File: src/rtl/eigen_herm_pkg.sv
// Shared widths, latency and FSM encoding for the
// 2x2 Hermitian eigen-decomposition block.
package eigen_herm_pkg;

  typedef enum logic [2:0] {
    IDLE,
    MULT,
    SUM,
    SQRT,
    POST,
    OUT
  } state_t;

  function automatic int root_w(input int din_w);
    return din_w + 2;
  endfunction

  function automatic int disc_w(input int din_w);
    return 2 * din_w + 4;
  endfunction

  function automatic int lat(input int din_w);
    return root_w(din_w) + 4;
  endfunction

  localparam int ROOT_W = root_w(16);
  localparam int DISC_W = disc_w(16);
  localparam int LAT    = lat(16);

endpackage

File: src/rtl/eigen_herm_iter_sqrt.sv
// Restoring integer square root, one result bit
// per cycle; root = floor(sqrt(rad)).
module iter_sqrt #(
  parameter int RAD_W = 36
) (
  input  logic               clk,
  input  logic               rst,
  input  logic               start,
  input  logic [RAD_W-1:0]   rad,
  output logic               busy,
  output logic               done,
  output logic [RAD_W/2-1:0] root
);

  localparam int RT_W  = RAD_W / 2;
  localparam int CNT_W = $clog2(RT_W + 1);

  logic [RAD_W-1:0] rad_q;
  logic [RT_W-1:0]  rem;
  logic [CNT_W-1:0] cnt;
  logic [RT_W+1:0]  cand;
  logic [RT_W+1:0]  sub;

  assign cand = {rem, rad_q[RAD_W-1 -: 2]};
  assign sub  = {root, 2'b01};

  // Load on start, then resolve one root bit per cycle
  always_ff @(posedge clk) begin
    if (rst) begin
      busy  <= 1'b0;
      done  <= 1'b0;
      root  <= '0;
      rem   <= '0;
      rad_q <= '0;
      cnt   <= '0;
    end else begin
      done <= 1'b0;
      if (start && !busy) begin
        rad_q <= rad;
        rem   <= '0;
        root  <= '0;
        cnt   <= CNT_W'(RT_W);
        busy  <= 1'b1;
      end else if (busy) begin
        rad_q <= {rad_q[RAD_W-3:0], 2'b00};
        if (cand >= sub) begin
          rem  <= RT_W'(cand - sub);
          root <= {root[RT_W-2:0], 1'b1};
        end else begin
          rem  <= cand[RT_W-1:0];
          root <= {root[RT_W-2:0], 1'b0};
        end
        cnt <= cnt - CNT_W'(1);
        if (cnt == CNT_W'(1)) begin
          busy <= 1'b0;
          done <= 1'b1;
        end
      end
    end
  end

endmodule

File: src/rtl/eigen_herm_iter.sv
// Eigenvalues / eigenvectors of a 2x2 Hermitian
// matrix [[r11, r12], [r12*, r22]], iterative root.
module eigen_herm_iter
  import eigen_herm_pkg::*;
#(
  parameter int DIN_WIDTH  = 16,
  parameter int DIN_POINT  = 15,
  parameter int DOUT_WIDTH = 16,
  parameter int DOUT_POINT = 13,
  parameter int COMPLEX    = 1
) (
  input  logic                  clk,
  input  logic                  rst,
  input  logic [DIN_WIDTH-1:0]  r11,
  input  logic [DIN_WIDTH-1:0]  r22,
  input  logic [DIN_WIDTH-1:0]  r12_re,
  input  logic [DIN_WIDTH-1:0]  r12_im,
  input  logic                  din_valid,
  output logic                  din_ready,
  output logic [DOUT_WIDTH-1:0] lamb1,
  output logic [DOUT_WIDTH-1:0] lamb2,
  output logic [DOUT_WIDTH-1:0] eigen1_y,
  output logic [DOUT_WIDTH-1:0] eigen2_y,
  output logic [DOUT_WIDTH-1:0] eigen_x_re,
  output logic [DOUT_WIDTH-1:0] eigen_x_im,
  output logic                  degen,
  output logic                  dout_valid,
  input  logic                  dout_ready
);

  localparam int RW = root_w(DIN_WIDTH);
  localparam int XW = disc_w(DIN_WIDTH);
  localparam int PW = 2 * DIN_WIDTH;
  localparam int DW = 2 * DIN_WIDTH + 2;
  localparam int W  = DIN_WIDTH + 4;
  localparam int UP = (DOUT_POINT > DIN_POINT) ?
                      DOUT_POINT - DIN_POINT : 0;
  localparam int DN = (DIN_POINT > DOUT_POINT) ?
                      DIN_POINT - DOUT_POINT : 0;
  localparam int IW = W + UP;
  localparam int CW = (IW > DOUT_WIDTH) ?
                      IW : DOUT_WIDTH + 1;

  // Rescale to the output point (floor) and clamp
  function automatic logic [DOUT_WIDTH-1:0] to_out(
    input logic signed [W-1:0] v
  );
    logic signed [CW-1:0] t;
    logic signed [CW-1:0] hi;
    logic signed [CW-1:0] lo;
    t  = CW'(v);
    t  = t <<< UP;
    t  = t >>> DN;
    hi = '0;
    hi[DOUT_WIDTH-2:0] = '1;
    lo = ~hi;
    if (t > hi)
      return hi[DOUT_WIDTH-1:0];
    else if (t < lo)
      return lo[DOUT_WIDTH-1:0];
    else
      return t[DOUT_WIDTH-1:0];
  endfunction

  state_t state;

  logic        [DIN_WIDTH-1:0] r11_q;
  logic        [DIN_WIDTH-1:0] r22_q;
  logic signed [DIN_WIDTH-1:0] re_q;
  logic signed [DIN_WIDTH-1:0] im_q;
  logic signed [DIN_WIDTH:0]   d_q;
  logic        [PW-1:0]        p_q;

  logic signed [DIN_WIDTH:0] d_next;
  logic signed [PW-1:0]      re_x;
  logic signed [PW-1:0]      im_x;
  logic        [PW-1:0]      p_next;
  logic signed [DW-1:0]      d_x;
  logic signed [DW-1:0]      d_sq;
  logic        [XW-1:0]      disc;

  logic          sq_start;
  logic          sq_busy;
  logic          sq_done;
  logic [RW-1:0] sq_root;

  logic signed [W-1:0] r11_w;
  logic signed [W-1:0] r22_w;
  logic signed [W-1:0] s_w;
  logic signed [W-1:0] tot;
  logic signed [W-1:0] l1;
  logic signed [W-1:0] l2;
  logic signed [W-1:0] e1;
  logic signed [W-1:0] e2;
  logic signed [W-1:0] xr_w;
  logic signed [W-1:0] xi_w;
  logic [DOUT_WIDTH-1:0] xr_o;
  logic [DOUT_WIDTH-1:0] xi_o;

  assign d_next = $signed({1'b0, r11_q})
                - $signed({1'b0, r22_q});
  assign re_x   = PW'(re_q);
  assign im_x   = PW'(im_q);
  assign p_next = $unsigned(re_x * re_x)
                + $unsigned(im_x * im_x);

  assign d_x  = DW'(d_q);
  assign d_sq = d_x * d_x;
  assign disc = {2'b00, $unsigned(d_sq)}
              + {2'b00, p_q, 2'b00};

  assign sq_start = (state == SUM);

  iter_sqrt #(
    .RAD_W (XW)
  ) u_sqrt (
    .clk   (clk),
    .rst   (rst),
    .start (sq_start),
    .rad   (disc),
    .busy  (sq_busy),
    .done  (sq_done),
    .root  (sq_root)
  );

  assign r11_w = $signed(W'(r11_q));
  assign r22_w = $signed(W'(r22_q));
  assign s_w   = $signed(W'(sq_root));
  assign tot   = r11_w + r22_w;
  assign l1    = (tot + s_w) >>> 1;
  assign l2    = (tot - s_w) >>> 1;
  assign e1    = l1 - r11_w;
  assign e2    = l2 - r11_w;
  assign xr_w  = W'(re_q);
  assign xi_w  = W'(im_q);
  assign xr_o  = to_out(xr_w);
  assign xi_o  = to_out(xi_w);

  // Control FSM with registered handshakes and results
  always_ff @(posedge clk) begin
    if (rst) begin
      state      <= IDLE;
      din_ready  <= 1'b1;
      dout_valid <= 1'b0;
      lamb1      <= '0;
      lamb2      <= '0;
      eigen1_y   <= '0;
      eigen2_y   <= '0;
      eigen_x_re <= '0;
      eigen_x_im <= '0;
      degen      <= 1'b0;
    end else begin
      unique case (state)
        IDLE: begin
          if (din_valid) begin
            r11_q     <= r11;
            r22_q     <= r22;
            re_q      <= r12_re;
            im_q      <= (COMPLEX != 0) ? r12_im : '0;
            din_ready <= 1'b0;
            state     <= MULT;
          end
        end
        MULT: begin
          d_q   <= d_next;
          p_q   <= p_next;
          state <= SUM;
        end
        SUM: state <= SQRT;
        SQRT: begin
          if (sq_done && !sq_busy)
            state <= POST;
        end
        POST: begin
          lamb1      <= to_out(l1);
          lamb2      <= to_out(l2);
          eigen1_y   <= to_out(e1);
          eigen2_y   <= to_out(e2);
          eigen_x_re <= xr_o;
          eigen_x_im <= xi_o;
          degen      <= (xr_o == '0) && (xi_o == '0);
          dout_valid <= 1'b1;
          state      <= OUT;
        end
        OUT: begin
          if (dout_ready) begin
            dout_valid <= 1'b0;
            din_ready  <= 1'b1;
            state      <= IDLE;
          end
        end
        default: state <= IDLE;
      endcase
    end
  end

endmodule
File: config.mk
export PLATFORM = sky130hd
export DESIGN_NAME = eigen_herm_iter
export DESIGN_NICKNAME = d
export VERILOG_FILES = /design/src/rtl/eigen_herm_pkg.sv /design/src/rtl/eigen_herm_iter_sqrt.sv /design/src/rtl/eigen_herm_iter.sv
export SDC_FILE = /design/constraint.sdc
export NUM_CORES = 2
export LEC_CHECK = 0
export ABC_AREA = 0
export ABC_CLOCK_PERIOD_IN_PS = 7350
export CAP_MARGIN = 0
export CORE_MARGIN = 4
export CORE_UTILIZATION = 30
export CTS_CLUSTER_DIAMETER = 150
export DETAILED_ROUTE_END_ITERATION = 6
export MAX_ROUTING_LAYER = met4
export PLACE_DENSITY = 0.5
export SETUP_SLACK_MARGIN = 0.02
export SLEW_MARGIN = 20
export SYNTH_ARGS = -nofsm -noshare
export SYNTH_HDL_FRONTEND = slang
export SYNTH_SLANG_ARGS = --single-unit
File: constraint.sdc
create_clock -name clk -period 7.35 [get_ports clk]
set_input_delay 1.1025 -clock clk [delete_from_list [all_inputs] [get_ports clk]]
set_output_delay 1.1025 -clock clk [all_outputs]
set_load 0.02 [all_outputs]
==> results <==
- The flow ran to the end, but the final reports show violations.
- The final reports fail on negative setup slack.
- During placement, the flow inserted port buffers numbering 166.
- After detailed routing, the average wire length per cell comes to 16.6 microns.
- The busiest metal layer after global routing is met2.
- Counting every sink on the clock net gives 291.
- The sort of element at the start of the critical path is a flop.
- The sum of routed wire length over all layers is 121000 microns.
- The number of antenna violations at the first check in global routing is 1.
- The slew of the pin with the lowest slew margin is 1100 ps.
- At the later pin of the worst-skew pair, clock insertion delay measures 610 ps.
- For this run, design rule violations remaining after detail routing come to 0.
- Measured along the x axis, the die boundary spans 391 microns.
- The final period demand of the worst path is 7760 ps.
- The maximum buffer depth of the clock tree is 3.
- The floorplan step defined a die boundary enclosing 0.153 sq mm.
- Dividing the final minimum period by the clock period gives 1.06.
- In the global route stage, met3 resource usage came out at 0.0143.
- The post-synthesis area per instance is 9.42 sq um.
- The growth of design area from synthesis to finish is 25.4%.
- The sequential share of the synthesized area is 0.158.
- The worst register-to-register path has a setup slack of -410 ps.
- The tightest hold margin is 440 ps.
- The pin count of the biggest net entering global routing is 82.
- The number of placed instances with taps included is 7129.
- In the synthesized netlist the dominant register cell turns out to be sky130_fd_sc_hd__dfxtp_1.
- The post-route non-filler standard cell count is 7298.
- By area the synthesized netlist is led by sky130_fd_sc_hd__fa_1, sky130_fd_sc_hd__ha_1, sky130_fd_sc_hd__inv_1.
- The largest individual stage delay along the critical path comes from the cell sky130_fd_sc_hd__fa_1.
- The share of synthesized area in the top cell type comes to 0.362.
- The relative max-transition margin is 0.265.
- The async set-reset flop share out of synthesis is 0.
- The wire length of the first global-routing pass is 196000 microns.
- The initial utilization of the core area, before any placement, comes to 0.302.
- The number of max-slew violations in the final report is 0.
- In the synthesized netlist, the number of instances is 4675.
- In this run, synthesis produced a sequential element count of 291.
- The setup path with the least slack is of type reg -> reg.
- For this run, the total global-route usage over all layers was measured as 0.166.
- The library cell with the largest summed area after synthesis is sky130_fd_sc_hd__fa_1.
- In the final layout, the share of cells above drive strength 1 is 0.189.
- STA puts the critical path data arrival time at 8270 ps.
- The total grt overflow is 0.
- Timing would allow up to 0.129 GHz.
- The detailed router finished its first iteration with 1585 violations.
- The final layout contains 6603 nets.
- When the netlist entered floorplanning its net count stood at 5928.
- CTS built an H-tree with a depth of 2.
- In the post-route analysis, the smallest setup slack over all paths is -407 ps.
- The critical path's largest stage delay is 570 ps.
- The count of cell types in the netlist is 95.
- The global-route met2 utilization is 0.268.
- 167 I/O pins were placed.
- The clock arrives with 31.8 ps of skew.
- The post-synth design cell area is 0.0440 sq mm.
- The row count is 140.
- The number of nets with antenna violations after detailed routing is 0.
- Summed over all nets, the half-perimeter wirelength after detailed placement is 103000 microns.
- STA puts the critical path data required time at 7860 ps.
- Leaving out fill and tap cells, the most frequent cell in the layout is sky130_fd_sc_hd__inv_1.
- Counting flops with a built-in enable in the synthesized netlist gives 113.
- Counting stages on the worst path, the most repeated cell is sky130_fd_sc_hd__inv_2.
- The total area inside the core boundary comes to 0.146 sq mm.
- The number of hold violations in the final report is 0.
- In the global route stage, met1 resource usage came out at 0.230.
- In this run the worst path has a maximum fanout of 5.
- Before antenna repair, the detailed router went through 7 iterations.
- The count of synthesis-stage warnings from yosys is 0.
- Setup repair after global routing could not meet its margin everywhere.
- The via count of the first global-routing pass is 35224.
- The y dimension of the die is 391 microns.
- TritonCTS built the clock tree.
- Clock tree synthesis selected as its root buffer the cell sky130_fd_sc_hd__clkbuf_16.
- Setup violations remaining at the end of the flow were counted as 13.
- The clock slew seen by the registers of the worst setup and hold paths is 60 ps.
- Buffers inserted to repair hold after CTS numbered 0.
- The mean number of vias per cell is 4.52.
- Across the run, the number of max-cap violations was 0.
- Leaving out fill and tap cells, the most frequent cells in the layout are sky130_fd_sc_hd__inv_1, sky130_fd_sc_hd__fa_1, sky130_fd_sc_hd__buf_4, sky130_fd_sc_hd__nand2_1, sky130_fd_sc_hd__ha_1.
- STA classifies the critical path endpoint as a flop.
- The path class of the tightest hold or removal check is reg -> reg.
- Routability-driven placement finished with a final weighted congestion of 0.886.
- The number of buffers created by CTS is 40.
- Summing over every cut layer, the via total after detailed routing is 32958.
## worst paths after layout
check	start	end	cells past startpoint
hold reg to reg	din_ready	din_ready	2
hold / removal	din_ready	din_ready	2
setup reg to reg	d_q[10]	u_sqrt.rad_q[32]	30
setup / recovery	d_q[10]	u_sqrt.rad_q[32]	30
## kinds of logic after synthesis
| logic type | synth area share |
|---|---|
| compound gates | 0.100 |
| xor+xnor | 0.0428 |
| fa+ha+maj | 0.473 |
| buf+inv | 0.106 |
| flops | 0.158 |
| mux | 0.00693 |
| simple gates | 0.114 |
## synthesized netlist by cell type (10+ instances only)
library cell / number
sky130_fd_sc_hd__or2_2: 11
sky130_fd_sc_hd__o21a_1: 32
sky130_fd_sc_hd__edfxtp_1: 113
sky130_fd_sc_hd__and2_1: 148
sky130_fd_sc_hd__nand4_1: 12
sky130_fd_sc_hd__nand2_1: 398
sky130_fd_sc_hd__nor2b_1: 33
sky130_fd_sc_hd__nand3_1: 38
sky130_fd_sc_hd__o31ai_1: 17
sky130_fd_sc_hd__nand2b_1: 36
sky130_fd_sc_hd__a221oi_1: 11
sky130_fd_sc_hd__nor2_1: 249
sky130_fd_sc_hd__a22o_1: 13
sky130_fd_sc_hd__or3_1: 14
sky130_fd_sc_hd__o211ai_1: 11
sky130_fd_sc_hd__xnor2_1: 163
sky130_fd_sc_hd__a21o_1: 68
sky130_fd_sc_hd__and3_1: 19
sky130_fd_sc_hd__a21oi_1: 214
sky130_fd_sc_hd__dfxtp_1: 178
sky130_fd_sc_hd__a31o_2: 10
sky130_fd_sc_hd__xor2_1: 49
sky130_fd_sc_hd__fa_1: 797
sky130_fd_sc_hd__a31oi_1: 17
sky130_fd_sc_hd__clkbuf_1: 141
sky130_fd_sc_hd__nor4_1: 17
sky130_fd_sc_hd__a211oi_1: 58
sky130_fd_sc_hd__nor3_1: 60
sky130_fd_sc_hd__o21ai_0: 82
sky130_fd_sc_hd__mux2i_1: 26
sky130_fd_sc_hd__o21bai_1: 21
sky130_fd_sc_hd__inv_1: 1069
sky130_fd_sc_hd__buf_1: 10
sky130_fd_sc_hd__ha_1: 388
## what timing repair did
item / CTS / global route
setup buffers: 42 / 56
endpoints found under the setup margin: 22 / 26
cloned: 1 / 1
pin swaps: 112 / 197
gates resized for setup: 135 / 223
## critical path, delay by kind of cell, from the launching register on
family / cells / cell delay, ps
buf+inv: 6 / 450
fa+ha+maj: 8 / 3510
flops: 1 / 500
simple gates: 4 / 750
compound gates: 11 / 2300
xor+xnor: 1 / 130
## sequential cells by signal, indices dropped and copies added (netlist names), 3 cells and up
| signal | count |
|---|---|
| r22_q | 16 |
| eigen_x_im | 15 |
| eigen_x_re | 15 |
| lamb1 | 16 |
| u_sqrt.rem | 18 |
| d_q | 17 |
| u_sqrt.cnt | 5 |
| lamb2 | 16 |
| eigen1_y | 16 |
| state | 3 |
| p_q | 32 |
| u_sqrt.root | 18 |
| r11_q | 16 |
| im_q | 16 |
| re_q | 16 |
| u_sqrt.rad_q | 35 |
| eigen2_y | 16 |
## area by class of cell
type | count | area, sq um
multi-input combinational | 3151 | 33700
timing repair buffer | 794 | 6830
fill | 14696 | 90500
tap | 1917 | 2400
sequential | 291 | 6960
inverter | 1072 | 4050
antenna | 1 | 2.50
clock inverter | 25 | 245
clock buffer | 47 | 1030
## routing by layer
metal	vias up	part of all wire
li1	15968	-
met1	16411	0.48
met2	471	0.47
met3	108	0.031
met4	0	0.022
met5	-	0
## metrics by stage
stage / area, sq um / setup slack (ps) / setup TNS (ps) / util
after global routing: 55200 / -796 / -8700 / 0.379
after floorplan: 44300 / -440 / -2320 / -
final: 55200 / -407 / -2990 / 0.379
after detailed placement: 51800 / -634 / -7490 / 0.355
after global placement: 51800 / -629 / -7170 / 0.355
after CTS: 53900 / -405 / -3310 / 0.370
Power is not shown: default switching activity piles up to over one toggle a cycle in this logic, so the estimate is an artifact.
